<file path="src/rtl/rev_count_monitor_pkg.sv">
// Shared definitions for the reversible-counter receive monitor.
// Direction constants are the same encoding the counter itself uses.
package rev_count_monitor_pkg;

  typedef enum logic [1:0] {
    ST_IDLE  = 2'd0,
    ST_ACQ   = 2'd1,
    ST_TRACK = 2'd2
  } state_e;

  localparam logic DIR_UP = 1'b0;
  localparam logic DIR_DN = 1'b1;

endpackage

</file>
<file path="src/rtl/rev_count_monitor_step_check.sv">
// Combinational contract check: is this cnt the legal successor of prev_cnt,
// and does Rc agree with the same-cycle s and cnt.
module rev_step_check
  import rev_count_monitor_pkg::*;
#(
  parameter int WIDTH = 16
) (
  input  logic [WIDTH-1:0] prev_cnt_i,
  input  logic             prev_s_i,
  input  logic [WIDTH-1:0] cnt_i,
  input  logic             s_i,
  input  logic             rc_i,
  output logic             step_ok_o,
  output logic             rc_ok_o
);

  logic [WIDTH-1:0] exp_cnt_s;
  logic             rc_exp_s;

  // Expected successor uses the previous direction; Rc uses the current one.
  always_comb begin
    if (prev_s_i == DIR_UP) begin
      exp_cnt_s = prev_cnt_i + WIDTH'(1);
    end else begin
      exp_cnt_s = prev_cnt_i - WIDTH'(1);
    end
    if (s_i == DIR_UP) begin
      rc_exp_s = (cnt_i == {WIDTH{1'b1}});
    end else begin
      rc_exp_s = (cnt_i == {WIDTH{1'b0}});
    end
    step_ok_o = (cnt_i == exp_cnt_s);
    rc_ok_o   = (rc_i == rc_exp_s);
  end

endmodule

</file>
<file path="src/rtl/rev_count_monitor.sv">
// Monitor for the 16-bit reversible counter: locks onto a legal count stream,
// extends it with a signed wrap count and records step / ripple-carry errors.
module rev_count_monitor
  import rev_count_monitor_pkg::*;
#(
  parameter int WIDTH  = 16,
  parameter int WRAP_W = 8,
  parameter int LOCK_N = 4,
  parameter int ERR_W  = 8
) (
  input  logic              clk,
  input  logic              rst,
  input  logic              en_i,
  input  logic              s_i,
  input  logic [WIDTH-1:0]  cnt_i,
  input  logic              rc_i,
  output logic [WRAP_W-1:0] wraps_o,
  output logic              locked_o,
  output logic              step_err_o,
  output logic              rc_err_o,
  output logic [ERR_W-1:0]  err_cnt_o,
  output logic [WIDTH-1:0]  first_err_val_o
);

  localparam int GR_W = $clog2(LOCK_N + 1);

  state_e            state_q, state_d;
  logic [GR_W-1:0]   good_run_q, good_run_d;
  logic [WIDTH-1:0]  prev_cnt_q, prev_cnt_d;
  logic              prev_s_q, prev_s_d;
  logic [WRAP_W-1:0] wraps_q, wraps_d;
  logic              locked_q, locked_d;
  logic              step_err_q, step_err_d;
  logic              rc_err_q, rc_err_d;
  logic [ERR_W-1:0]  err_cnt_q, err_cnt_d;
  logic [WIDTH-1:0]  first_q, first_d;
  logic              step_ok_s, rc_ok_s;

  rev_step_check #(.WIDTH(WIDTH)) u_check (
    .prev_cnt_i (prev_cnt_q),
    .prev_s_i   (prev_s_q),
    .cnt_i      (cnt_i),
    .s_i        (s_i),
    .rc_i       (rc_i),
    .step_ok_o  (step_ok_s),
    .rc_ok_o    (rc_ok_s)
  );

  // Next-state logic for the FSM, wrap extension and error capture.
  always_comb begin
    state_d    = state_q;
    good_run_d = good_run_q;
    prev_cnt_d = cnt_i;
    prev_s_d   = s_i;
    wraps_d    = wraps_q;
    step_err_d = step_err_q;
    rc_err_d   = rc_err_q;
    err_cnt_d  = err_cnt_q;
    first_d    = first_q;
    if (!en_i) begin
      state_d    = ST_IDLE;
      good_run_d = {GR_W{1'b0}};
    end else begin
      case (state_q)
        ST_IDLE: begin
          state_d    = ST_ACQ;
          good_run_d = {GR_W{1'b0}};
        end
        ST_ACQ: begin
          if (step_ok_s && rc_ok_s) begin
            good_run_d = good_run_q + GR_W'(1);
            if (good_run_d == GR_W'(LOCK_N)) begin
              state_d = ST_TRACK;
            end else begin
              state_d = ST_ACQ;
            end
          end else begin
            good_run_d = {GR_W{1'b0}};
          end
        end
        ST_TRACK: begin
          // A coincident step and Rc fault is a single error event.
          if (!step_ok_s || !rc_ok_s) begin
            if (err_cnt_q != {ERR_W{1'b1}}) begin
              err_cnt_d = err_cnt_q + ERR_W'(1);
            end else begin
              err_cnt_d = err_cnt_q;
            end
            if (err_cnt_q == {ERR_W{1'b0}}) begin
              first_d = cnt_i;
            end else begin
              first_d = first_q;
            end
          end else begin
            err_cnt_d = err_cnt_q;
          end
          if (!rc_ok_s) begin
            rc_err_d = 1'b1;
          end else begin
            rc_err_d = rc_err_q;
          end
          if (!step_ok_s) begin
            step_err_d = 1'b1;
            state_d    = ST_ACQ;
            good_run_d = {GR_W{1'b0}};
          end else if (prev_cnt_q == {WIDTH{1'b1}} && cnt_i == {WIDTH{1'b0}}) begin
            wraps_d = wraps_q + WRAP_W'(1);
          end else if (prev_cnt_q == {WIDTH{1'b0}} && cnt_i == {WIDTH{1'b1}}) begin
            wraps_d = wraps_q - WRAP_W'(1);
          end else begin
            wraps_d = wraps_q;
          end
        end
        default: begin
          state_d    = ST_IDLE;
          good_run_d = {GR_W{1'b0}};
        end
      endcase
    end
    locked_d = (state_d == ST_TRACK);
  end

  // State and output registers.
  always_ff @(posedge clk or posedge rst) begin
    if (rst) begin
      state_q    <= ST_IDLE;
      good_run_q <= {GR_W{1'b0}};
      prev_cnt_q <= {WIDTH{1'b0}};
      prev_s_q   <= 1'b0;
      wraps_q    <= {WRAP_W{1'b0}};
      locked_q   <= 1'b0;
      step_err_q <= 1'b0;
      rc_err_q   <= 1'b0;
      err_cnt_q  <= {ERR_W{1'b0}};
      first_q    <= {WIDTH{1'b0}};
    end else begin
      state_q    <= state_d;
      good_run_q <= good_run_d;
      prev_cnt_q <= prev_cnt_d;
      prev_s_q   <= prev_s_d;
      wraps_q    <= wraps_d;
      locked_q   <= locked_d;
      step_err_q <= step_err_d;
      rc_err_q   <= rc_err_d;
      err_cnt_q  <= err_cnt_d;
      first_q    <= first_d;
    end
  end

  assign wraps_o         = wraps_q;
  assign locked_o        = locked_q;
  assign step_err_o      = step_err_q;
  assign rc_err_o        = rc_err_q;
  assign err_cnt_o       = err_cnt_q;
  assign first_err_val_o = first_q;

endmodule

</file>
<file path="config.mk">
export PLATFORM = sky130hd
export DESIGN_NAME = rev_count_monitor
export DESIGN_NICKNAME = d
export VERILOG_FILES = /design/src/rtl/rev_count_monitor_pkg.sv /design/src/rtl/rev_count_monitor_step_check.sv /design/src/rtl/rev_count_monitor.sv
export SDC_FILE = /design/constraint.sdc
export NUM_CORES = 1
export LEC_CHECK = 0
export BUFFER_PORTS_ARGS = -buffer_cell sky130_fd_sc_hd__clkbuf_2
export CAP_MARGIN = 0
export CELL_PAD_IN_SITES_DETAIL_PLACEMENT = 0
export CELL_PAD_IN_SITES_GLOBAL_PLACEMENT = 2
export CORE_MARGIN = 5
export CORE_UTILIZATION = 34
export CTS_BUF_LIST = sky130_fd_sc_hd__clkbuf_8
export DETAILED_ROUTE_END_ITERATION = 16
export PLACE_DENSITY = 0.77
export SLEW_MARGIN = 0
export SYNTH_ARGS = -nofsm -noshare
export SYNTH_HDL_FRONTEND = slang
export SYNTH_HIERARCHICAL = 1
export SYNTH_SLANG_ARGS = --single-unit
</file>
<file path="constraint.sdc">
create_clock -name clk -period 3.64 [get_ports clk]
set_clock_uncertainty 0.2 [all_clocks]
set_input_delay 0.728 -clock clk [delete_from_list [all_inputs] [get_ports clk]]
set_output_delay 0.728 -clock clk [all_outputs]
set_load 0.01 [all_outputs]
</file>
==> results of run 1 <==
synthesized netlist by cell type, types with 2 or more instances:
cell and number:
dfrtp_1 57, ha_1 24, mux2_2 22, xnor2_1 21, nand2_1 20, nand4_1 17, nor2_1 17, xor2_1 14
a21oi_1 13, nor4_1 13, nand3_1 11, inv_1 9, o21ai_0 8, a21o_1 7, a221oi_1 5, nor2b_1 5
nor3_1 5, nor4b_1 5, clkbuf_1 4, nand4b_1 4, o21bai_1 4, a31oi_1 3, and3_1 3, nand2b_1 3
nand3b_1 3, a31o_2 2, a32oi_1 2, and2_1 2, and3_2 2, fa_1 2, mux2i_1 2, o21a_1 2
o311ai_0 2
cell type report:
cell class	count	share of cell area
multi-input combinational	262	0.452
timing repair buffer	121	0.169
clock inverter	3	0.0130
sequential	57	0.291
clock buffer	12	0.0336
inverter	9	0.00688
tap	136	0.0346
state kept, by name, indices dropped and copies added (netlist names):
| name | cells |
|---|---|
| err_cnt_o | 8 |
| prev_cnt_q | 16 |
| first_err_val_o | 16 |
| rc_err_o | 1 |
| locked_o | 1 |
| state_q | 2 |
| step_err_o | 1 |
| prev_s_q | 1 |
| wraps_o | 8 |
| good_run_q | 3 |
how the worst max path moves through the flow:
stage                   from             endpoint  slack [ns]  cells after the start
CTS                 prev_s_q  first_err_val_o[12]       -0.10                     11
floorplan           prev_s_q   first_err_val_o[0]       -0.13                     11
finish              prev_s_q   first_err_val_o[8]       -0.11                     11
detailed placement  prev_s_q           wraps_o[4]       -0.25                     12
global route        prev_s_q   first_err_val_o[4]       -0.29                     13
global placement    prev_s_q           wraps_o[3]       -0.30                     12
critical path: stages, from the launching register on:
cell and delay [ns]:
dfrtp_2 0.51, fa_2 0.38, a21o_1 0.21, a221oi_4 0.32, o21bai_2 0.09, a21oi_2 0.21
mux4_2 0.56, nor4_4 0.33, nand2_1 0.13, nand4b_1 0.15, buf_12 0.17, mux2_2 0.34
through the flow:
| step | setup TNS [ns] | utilization | cells | setup slack (ns) | area (µm²) |
|---|---|---|---|---|---|
| after CTS | -2.01 | 0.470 | 598 | -0.100 | 4810 |
| after detailed placement | -4.58 | 0.435 | 577 | -0.254 | 4460 |
| final | -2.49 | 0.480 | 600 | -0.113 | 4910 |
| after global placement | -7.10 | 0.435 | 577 | -0.296 | 4460 |
| after floorplan | -1.42 | - | 333 | -0.127 | 3560 |
| after global routing | -7.86 | 0.480 | 600 | -0.289 | 4910 |
routing by layer:
metal  up-vias  routed length, µm
li1       1518                  -
met1      1524               4610
met2        66               4900
met3        10                429
met4         0                111
met5         -                  0
cell families (layout without fill, tap and decap cells):
family | after synthesis | count (layout) | synth area share
simple gates | 114 | 114 | 0.183
compound gates | 61 | 61 | 0.126
flops | 57 | 57 | 0.405
xor+xnor | 35 | 35 | 0.0870
fa+ha+maj | 26 | 26 | 0.0966
mux | 26 | 26 | 0.0877
buf+inv | 14 | 145 | 0.0153
power breakdown:
group          total, mW  switching [mW]  internal [mW]  leakage (nW)
registers          0.657          0.0131          0.644         0.743
logic              0.349           0.179          0.170          1.49
clock network      0.673           0.237          0.435         0.120
repair_timing:
action,in CTS,in global routing
setup endpoints to repair,32,38
gates resized for setup,13,18
pin swaps,7,5
buffers inserted,6,2
==> metrics.cfg, run 1 <==
[floorplanning]
chipWidth_um = 112
rows = 37
die_h_um = 112
core_area_um2 = 10200
die_area_um2 = 12500
start_util = 0.344
ios = 56

[outcome]
violations = setup timing
status = finished, violations left

[synth]
ys.flop_type = dfrtp_1
yosysTopAreaCellShare = 0.405
async_flop_share = 1.00
yosys.area.top_type = dfrtp_1
synth_area_leaders = dfrtp_1, ha_1, mux2_2
syn_inst = 333
synth_edf_count = 0
ys_ff_latch = 57
syn_nets = 380
synth.avg_cell_area_um2 = 10.6
yosysUniqueCellTypes = 53
yosysWarnings = 6
ys_seq_area_frac = 0.405
synth_area_um2 = 3520

[route]
drtPass1Iterations = 4
finalWirelength_um = 10100
postRouteAntennaNets = 0
wire_per_inst_um = 16.8
drt_iter0_markers = 160
vias_per_cell = 5.20
num_vias = 3118
drc = 0

[pwr]
power_density_nw_per_um2 = 342
power.leakage_nw = 2.36
vdd_drop_max_uv = 285
total_power_mw = 1.68

[critical_path]
r2r-end = first_err_val_o[8]
r2r_slack_ns = -0.11
rr_startpoint = prev_s_q
reg2reg_depth = 11
worst-path-max-fanout = 16
critical_path_required_ns = 3.65
critPathCaptureType = flop
crit_type = reg2reg
cp.arrival_ns = 3.76
start_kind = flop

[timing]
fmax_mhz = 266
rsz0062_at_grt = yes
finalSetupViolCount = 28
fin_crit_ns = 3.75
worst_pin_slew_ns = 0.658
finalMaxSlewViolations = 0
relSlewSlack = 0.561
fin_crit_sh = 1.03
layout_setup_ws_ns = -0.113
finalHoldViolations = 0
whs_ns = 0.261

[layout]
fillerInstances = 979
area_growth_pct = 39.4
multi_input_area_um2 = 2220
regArea_um2 = 1430
diodes = 0
final_common_cell = buf_4
nets = 507
drive_above_1_share = 0.403
final_cell_mix = buf_4, dfrtp_1, clkbuf_2, ha_1, nand2_1

[clock_tree]
cts_inserted_buffers = 9
cts_hold_buffers = 0
clockBufferDepth = 2
clkLatencyLatePin_ns = 0.33
root_buffer = clkbuf_8
clk_pin_slew_ns = 0.06
htreeDepth = 3
cts_sinks = 57
cts_tree = built

[global_routing]
grt_max_degree = 30
grt_overflow = 0
grt_use_met3 = 0.0283
antenna_found_initial = 0
grt_pass1_vias = 3144
grt_use_met2 = 0.274
top_usage_layer = met2
grt_util_all_layers = 0.163
grt_pass1_wl_um = 16400
gr-usage-met1 = 0.215

[worst_hold_path]
hp-start = state_q[0]
whs_path_depth = 1
hold_path_class = reg2reg
worstHoldEndpoint = state_q[0]

[place]
io_buffers = 55
dp.final_hpwl_um = 7900
gp_congestion = 0.852

[job]
maxCapViolCount = 0

Note: power is estimated with default switching activity, not from simulation.
==> inputs of run 2 (changes only) <==
--- a/config.mk
+++ b/config.mk
@@ -10,10 +10,11 @@
 export CELL_PAD_IN_SITES_DETAIL_PLACEMENT = 0
 export CELL_PAD_IN_SITES_GLOBAL_PLACEMENT = 2
 export CORE_MARGIN = 5
-export CORE_UTILIZATION = 34
+export CORE_UTILIZATION = 40
 export CTS_BUF_LIST = sky130_fd_sc_hd__clkbuf_8
 export DETAILED_ROUTE_END_ITERATION = 16
-export PLACE_DENSITY = 0.77
+export PLACE_DENSITY = 0.85
+export SKIP_LAST_GASP = 1
 export SLEW_MARGIN = 0
 export SYNTH_ARGS = -nofsm -noshare
 export SYNTH_HDL_FRONTEND = slang
==> constraint.sdc (replaced) <==
create_clock -name clk -period 4.6 [get_ports clk]
set_clock_uncertainty 0.2 [all_clocks]
set_input_delay 0.92 -clock clk [delete_from_list [all_inputs] [get_ports clk]]
set_output_delay 0.92 -clock clk [all_outputs]
set_load 0.01 [all_outputs]
==> run 2 against run 1 <==
  * The run now ends clean
  * Combinational power fell by 43%
  * Wire length fell by 11%
  * Final cell count fell by 14%
  * Setup slack improved by 0.49 ns
  * Sequential share of layout area rose by 5.1 points
  * Clock-buffer cell count fell by 1
  * Total power fell by 30%
  * Utilization rose by 0.32 points
  * Sequential power fell by 21%
  * Worst hold slack improved by 0.0010 ns
  * Cell area fell by 15%
  * Fmax fell by 11%
==> metrics.cfg, run 2 (synthesis results as in run 1) <==
[timing]
worst_pin_slew_ns = 0.634  ; was 0.658 ns
rsz0062_at_grt = no  ; was yes
finalHoldViolations = 0  ; unchanged
finalMaxSlewViolations = 0  ; unchanged
fmax_mhz = 237  ; was 266 MHz
finalSetupViolCount = 0  ; was 28
fin_crit_sh = 0.918  ; was 1.03
relSlewSlack = 0.577  ; was 0.561
fin_tns_setup_ns = 0  ; was -2.49 ns
fin_crit_ns = 4.23  ; was 3.75 ns

[pwr]
power.leakage_nw = 1.99  ; was 2.36 nW
internal-power_uw = 865  ; was 1.25 mW
p_sw_frac = 0.264  ; was 0.256
vdd_drop_max_uv = 157  ; was 285 µV
power_density_nw_per_um2 = 281  ; was 342 nW/µm²
switching_power_uw = 309  ; was 429 µW
pwr-share-seq = 0.443  ; was 0.392
total_power_mw = 1.17  ; was 1.68 mW
p_clk_frac = 0.387  ; was 0.401
combPwrFrac = 0.169  ; was 0.208

[layout]
area_growth_pct = 18.5  ; was 39.4%
drive_above_1_share = 0.272  ; was 0.403
multi_input_area_um2 = 2040  ; was 2220 µm²
diodes = 0  ; unchanged
regArea_um2 = 1430  ; about the same
final_common_cell = dfrtp_1  ; was buf_4
fillerInstances = 816  ; was 979
nets = 448  ; was 507
final_cell_mix = dfrtp_1, clkbuf_2, ha_1, mux2_2, xnor2_1  ; was buf_4, dfrtp_1, clkbuf_2, ha_1, nand2_1

[floorplanning]
chipWidth_um = 104  ; was 112 µm
die_h_um = 104  ; was 112 µm
core_area_um2 = 8640  ; was 10200 µm²
rows = 34  ; was 37
start_util = 0.408  ; was 0.344
die_area_um2 = 10800  ; was 12500 µm²
ios = 56  ; unchanged

[clock_tree]
htreeDepth = 3  ; unchanged
clockBufferDepth = 2  ; unchanged
cts_tree = built  ; unchanged
clkLatencyLatePin_ns = 0.33  ; about the same
root_buffer = clkbuf_8  ; unchanged
clk_pin_slew_ns = 0.06  ; about the same
post_cts_buffers = 0  ; was 6
cts_hold_buffers = 0  ; unchanged
ctsResizeCount = 0  ; was 13
cts_sinks = 57  ; unchanged
cts_inserted_buffers = 9  ; unchanged

[critical_path]
critical_path_required_ns = 4.61  ; was 3.65 ns
cp.arrival_ns = 4.23  ; was 3.76 ns
crit_type = reg2reg  ; unchanged
slowest_stage = dfrtp_1  ; was mux4_2
worst-path-max-fanout = 16  ; unchanged
critPathCaptureType = flop  ; unchanged
worstPathCellList = ha_1 > a21o_1 > a221oi_2 > o21bai_2 > a21oi_2 > mux4_1 > nor4_2 > buf_4 > nand3_1 > a21oi_4 > mux2_2  ; was fa_2 > a21o_1 > a221oi_4 > o21bai_2 > a21oi_2 > mux4_2 > nor4_4 > nand2_1 > nand4b_1 > buf_12 > mux2_2
max_stage_delay_ns = 0.75  ; was 0.56 ns
start_kind = flop  ; unchanged
reg2reg_depth = 11  ; unchanged
r2r_slack_ns = 0.37  ; was -0.11 ns

[route]
postRouteAntennaNets = 0  ; unchanged
drtPass1Iterations = 4  ; unchanged
num_vias = 2876  ; was 3118
drc = 0  ; unchanged
wire_per_inst_um = 17.4  ; was 16.8 µm
drt_iter0_markers = 164  ; was 160
finalWirelength_um = 8920  ; was 10100 µm
vias_per_cell = 5.61  ; was 5.20

[global_routing]
grt_max_degree = 39  ; was 30
antenna_found_initial = 0  ; unchanged
grt_util_all_layers = 0.170  ; was 0.163
grt_pass1_vias = 3010  ; was 3144
grt_overflow = 0  ; unchanged
grt_pass1_wl_um = 15000  ; was 16400 µm

[worst_hold_path]
whs_path_depth = 1  ; unchanged
hold_path_class = reg2reg  ; unchanged

[place]
gp_congestion = 0.806  ; was 0.852
dp.final_hpwl_um = 6850  ; was 7900 µm
io_buffers = 55  ; unchanged

[outcome]
status = finished, final reports clean  ; was finished, violations left

[job]
maxCapViolCount = 0  ; unchanged

## run 2: changes by cell type in the layout (fill, tap and decap cells not counted), sizes merged
cell	before	now
clkbuf	67	66
clkinv	0	2
buf	66	7
bufinv	2	1
## run 2: metrics by stage
step                      area (µm²)  utilization  instances  hold WS, ns  setup WS (ns)
final                           4170        0.483        513        0.262          0.375
after floorplan                 3520            -        333        0.229          0.576
after detailed placement        3980        0.461        498        0.259          0.416
after global routing            4170        0.483        513        0.297          0.115
after global placement          3980        0.461        498        0.249          0.474
after CTS                       4170        0.483        513        0.266          0.371
## run 2: critical path, delay by kind of cell, from the launching register on
kind / cells / cell delay, ns
muxes: 2 / 0.95
buffers and inverters: 1 / 0.19
AOI/OAI and AO/OA: 5 / 1.22
adders and majority gates: 1 / 0.42
and+or+nand+nor: 2 / 0.36
DFF: 1 / 0.75
## run 2: power by group through the flow
stage          clock network [mW]  logic (mW)  registers (mW)
2_1_floorplan                   0       0.137           0.526
3_3_place_gp                    0       0.201           0.529
3_5_place_dp                    0       0.199           0.529
4_1_cts                     0.468       0.199           0.520
5_1_grt                     0.489       0.222           0.521
6_report                    0.455       0.199           0.520
## run 2: final timing paths
path | from | to
worst min-delay path | state_q[0] | state_q[0]
max in group asynchronous | rst | prev_cnt_q[14]
worst min register to register | state_q[0] | state_q[0]
worst max-delay path | prev_s_q | wraps_o[5]
worst max register to register | prev_s_q | wraps_o[5]
min in group asynchronous | rst | err_cnt_o[5]
## run 2: cell type report
cell class	instances	share of cell area
inverters	9	0.00809
flip-flops and latches	57	0.342
clock inverters	4	0.0105
clock buffers	11	0.0363
repair buffers	62	0.0815
multi-input cells	262	0.490
well taps	108	0.0324
## run 2: layer usage
metal  track usage  part of all wire  vias to the layer above
met4        0.0675             0.025                        0
met1         0.221              0.46                     1377
met2         0.272              0.47                       70
met5             0                 0                        -
met3        0.0397             0.042                       24
li1              -                 -                     1405
==> inputs of run 3 (changes only) <==
--- a/config.mk
+++ b/config.mk
@@ -10,10 +10,10 @@
 export CELL_PAD_IN_SITES_DETAIL_PLACEMENT = 0
 export CELL_PAD_IN_SITES_GLOBAL_PLACEMENT = 2
 export CORE_MARGIN = 5
-export CORE_UTILIZATION = 40
+export CORE_UTILIZATION = 41
 export CTS_BUF_LIST = sky130_fd_sc_hd__clkbuf_8
 export DETAILED_ROUTE_END_ITERATION = 16
-export PLACE_DENSITY = 0.85
+export PLACE_DENSITY = 0.87
 export SKIP_LAST_GASP = 1
 export SLEW_MARGIN = 0
 export SYNTH_ARGS = -nofsm -noshare
==> run 3 against run 2 <==
  * First-iteration DRC count is 6.7% higher
  * Cell area is 0.78% higher
  * Sequential share of layout area is 0.26 points lower
  * Critical path depth is 3 higher
  * Global-route usage is 1.4 points higher
  * Die area is 2.2% lower
  * Non-clock buffer count is 2 higher
  * Critical endpoint is now first_err_val_o[3]
  * Highest routed layer unchanged
==> metrics.cfg, run 3 (synthesis results as in run 1) <==
[layout]
drive_above_1_share = 0.279  ; was 0.272
diodes = 0  ; unchanged
nets = 450  ; was 448
area_growth_pct = 19.4  ; was 18.5%
fin_util = 0.507  ; was 0.483
final_common_cell = dfrtp_1  ; unchanged
fin_cells = 513  ; unchanged
final_cell_mix = dfrtp_1, clkbuf_2, ha_1, mux2_2, xnor2_1  ; unchanged
fin_area_um2 = 4210  ; was 4170 µm²

[floorplanning]
start_util = 0.425  ; was 0.408
chipWidth_um = 103  ; was 104 µm
core_area_um2 = 8300  ; was 8640 µm²
rows = 33  ; was 34
die_h_um = 103  ; was 104 µm
ios = 56  ; unchanged
die_area_um2 = 10500  ; was 10800 µm²

[place]
place_inst = 497  ; was 498
gp_congestion = 0.862  ; was 0.806
dp.final_hpwl_um = 6880  ; was 6850 µm
io_buffers = 55  ; unchanged
placed_cell_area_um2 = 3980  ; about the same
pre_cts_ws_ns = 0.601  ; was 0.416 ns

[critical_path]
worst-path-max-fanout = 16  ; unchanged
start_kind = flop  ; unchanged
critical_path_required_ns = 4.61  ; about the same
crit_type = reg2reg  ; unchanged
critPathCaptureType = flop  ; unchanged
cp.arrival_ns = 4.07  ; was 4.23 ns

[outcome]
status = finished, final reports clean  ; unchanged

[timing]
finalHoldViolations = 0  ; unchanged
fmax_mhz = 247  ; was 237 MHz
fin_tns_setup_ns = 0  ; unchanged
relSlewSlack = 0.442  ; was 0.577
fin_crit_ns = 4.06  ; was 4.23 ns
worst_pin_slew_ns = 0.835  ; was 0.634 ns
rsz0062_at_grt = no  ; unchanged
finalMaxSlewViolations = 0  ; unchanged
layout_setup_ws_ns = 0.544  ; was 0.375 ns
fin_crit_sh = 0.882  ; was 0.918
finalSetupViolCount = 0  ; unchanged
whs_ns = 0.262  ; about the same

[pwr]
power.leakage_nw = 2.00  ; was 1.99 nW
power_density_nw_per_um2 = 298  ; was 281 nW/µm²
vdd_drop_max_uv = 163  ; was 157 µV
total_power_mw = 1.25  ; was 1.17 mW

[clock_tree]
htreeDepth = 3  ; unchanged
cts_tree = built  ; unchanged
cts_inserted_buffers = 9  ; unchanged
ctsResizeCount = 0  ; unchanged
root_buffer = clkbuf_8  ; unchanged
cts_hold_buffers = 0  ; unchanged
clkLatencyLatePin_ns = 0.33  ; about the same
clk_pin_slew_ns = 0.07  ; was 0.06 ns
post_cts_buffers = 0  ; unchanged
clockBufferDepth = 2  ; unchanged
cts_sinks = 57  ; unchanged

[global_routing]
grt_pass1_vias = 2945  ; was 3010
grt_max_degree = 40  ; was 39
antenna_found_initial = 0  ; unchanged
grt_pass1_wl_um = 14800  ; was 15000 µm
grt_util_all_layers = 0.184  ; was 0.170
grt_overflow = 0  ; unchanged

[route]
drc = 0  ; unchanged
drt_iter0_markers = 175  ; was 164
finalWirelength_um = 9020  ; was 8920 µm
vias_per_cell = 5.63  ; was 5.61
postRouteAntennaNets = 0  ; unchanged
wire_per_inst_um = 17.6  ; was 17.4 µm
num_vias = 2888  ; was 2876
drtPass1Iterations = 4  ; unchanged

[job]
maxCapViolCount = 0  ; unchanged

[worst_hold_path]
hold_path_class = reg2reg  ; unchanged

-- run 3: cell types whose count changed in the layout (fill, tap and decap cells not counted) --
cell,change
buf_12,-1
inv_1,-1
bufinv_16,+1
clkinvlp_4,+1
buf_4,+3
-- run 3: worst paths after layout --
path | from | endpoint | slack (ns) | cells past startpoint
max | prev_s_q | first_err_val_o[3] | 0.54 | 14
min | state_q[0] | state_q[0] | 0.26 | 1
max reg2reg | prev_s_q | first_err_val_o[3] | 0.54 | 14
min reg2reg | state_q[0] | state_q[0] | 0.26 | 1
max in group asynchronous | rst | prev_cnt_q[8] | 2.89 | 3
min in group asynchronous | rst | wraps_o[2] | 0.53 | 2
-- run 3: area by class of cell --
type | count | area [µm²]
tap | 105 | 131
clock inverter | 5 | 77.6
sequential | 57 | 1430
timing repair buffer | 64 | 343
inverter | 9 | 33.8
fill | 787 | 4090
clock buffer | 11 | 151
multi-input combinational | 262 | 2040
-- run 3: layer usage --
metal,track usage,vias up,part of all wire
li1,-,1406,-
met3,0.0480,10,0.046
met1,0.247,1390,0.46
met5,0,-,0
met2,0.291,82,0.48
met4,0.0575,0,0.015
-- run 3: power breakdown --
group	switching, mW	internal, mW
combinational	0.119	0.0836
sequential	0.00901	0.509
clock	0.200	0.332
-- run 3: critical path: stages (launching register included) --
cell      delay (ns)
dfrtp_1         0.47
buf_4           0.22
ha_1            0.38
a21o_1          0.23
a221oi_1        0.27
o21ai_0         0.21
a21o_1          0.23
a21o_1          0.20
mux2i_1         0.14
nor4_2          0.38
buf_4           0.21
nand2_1         0.08
nand4b_1        0.09
buf_4           0.26
mux2_2          0.37
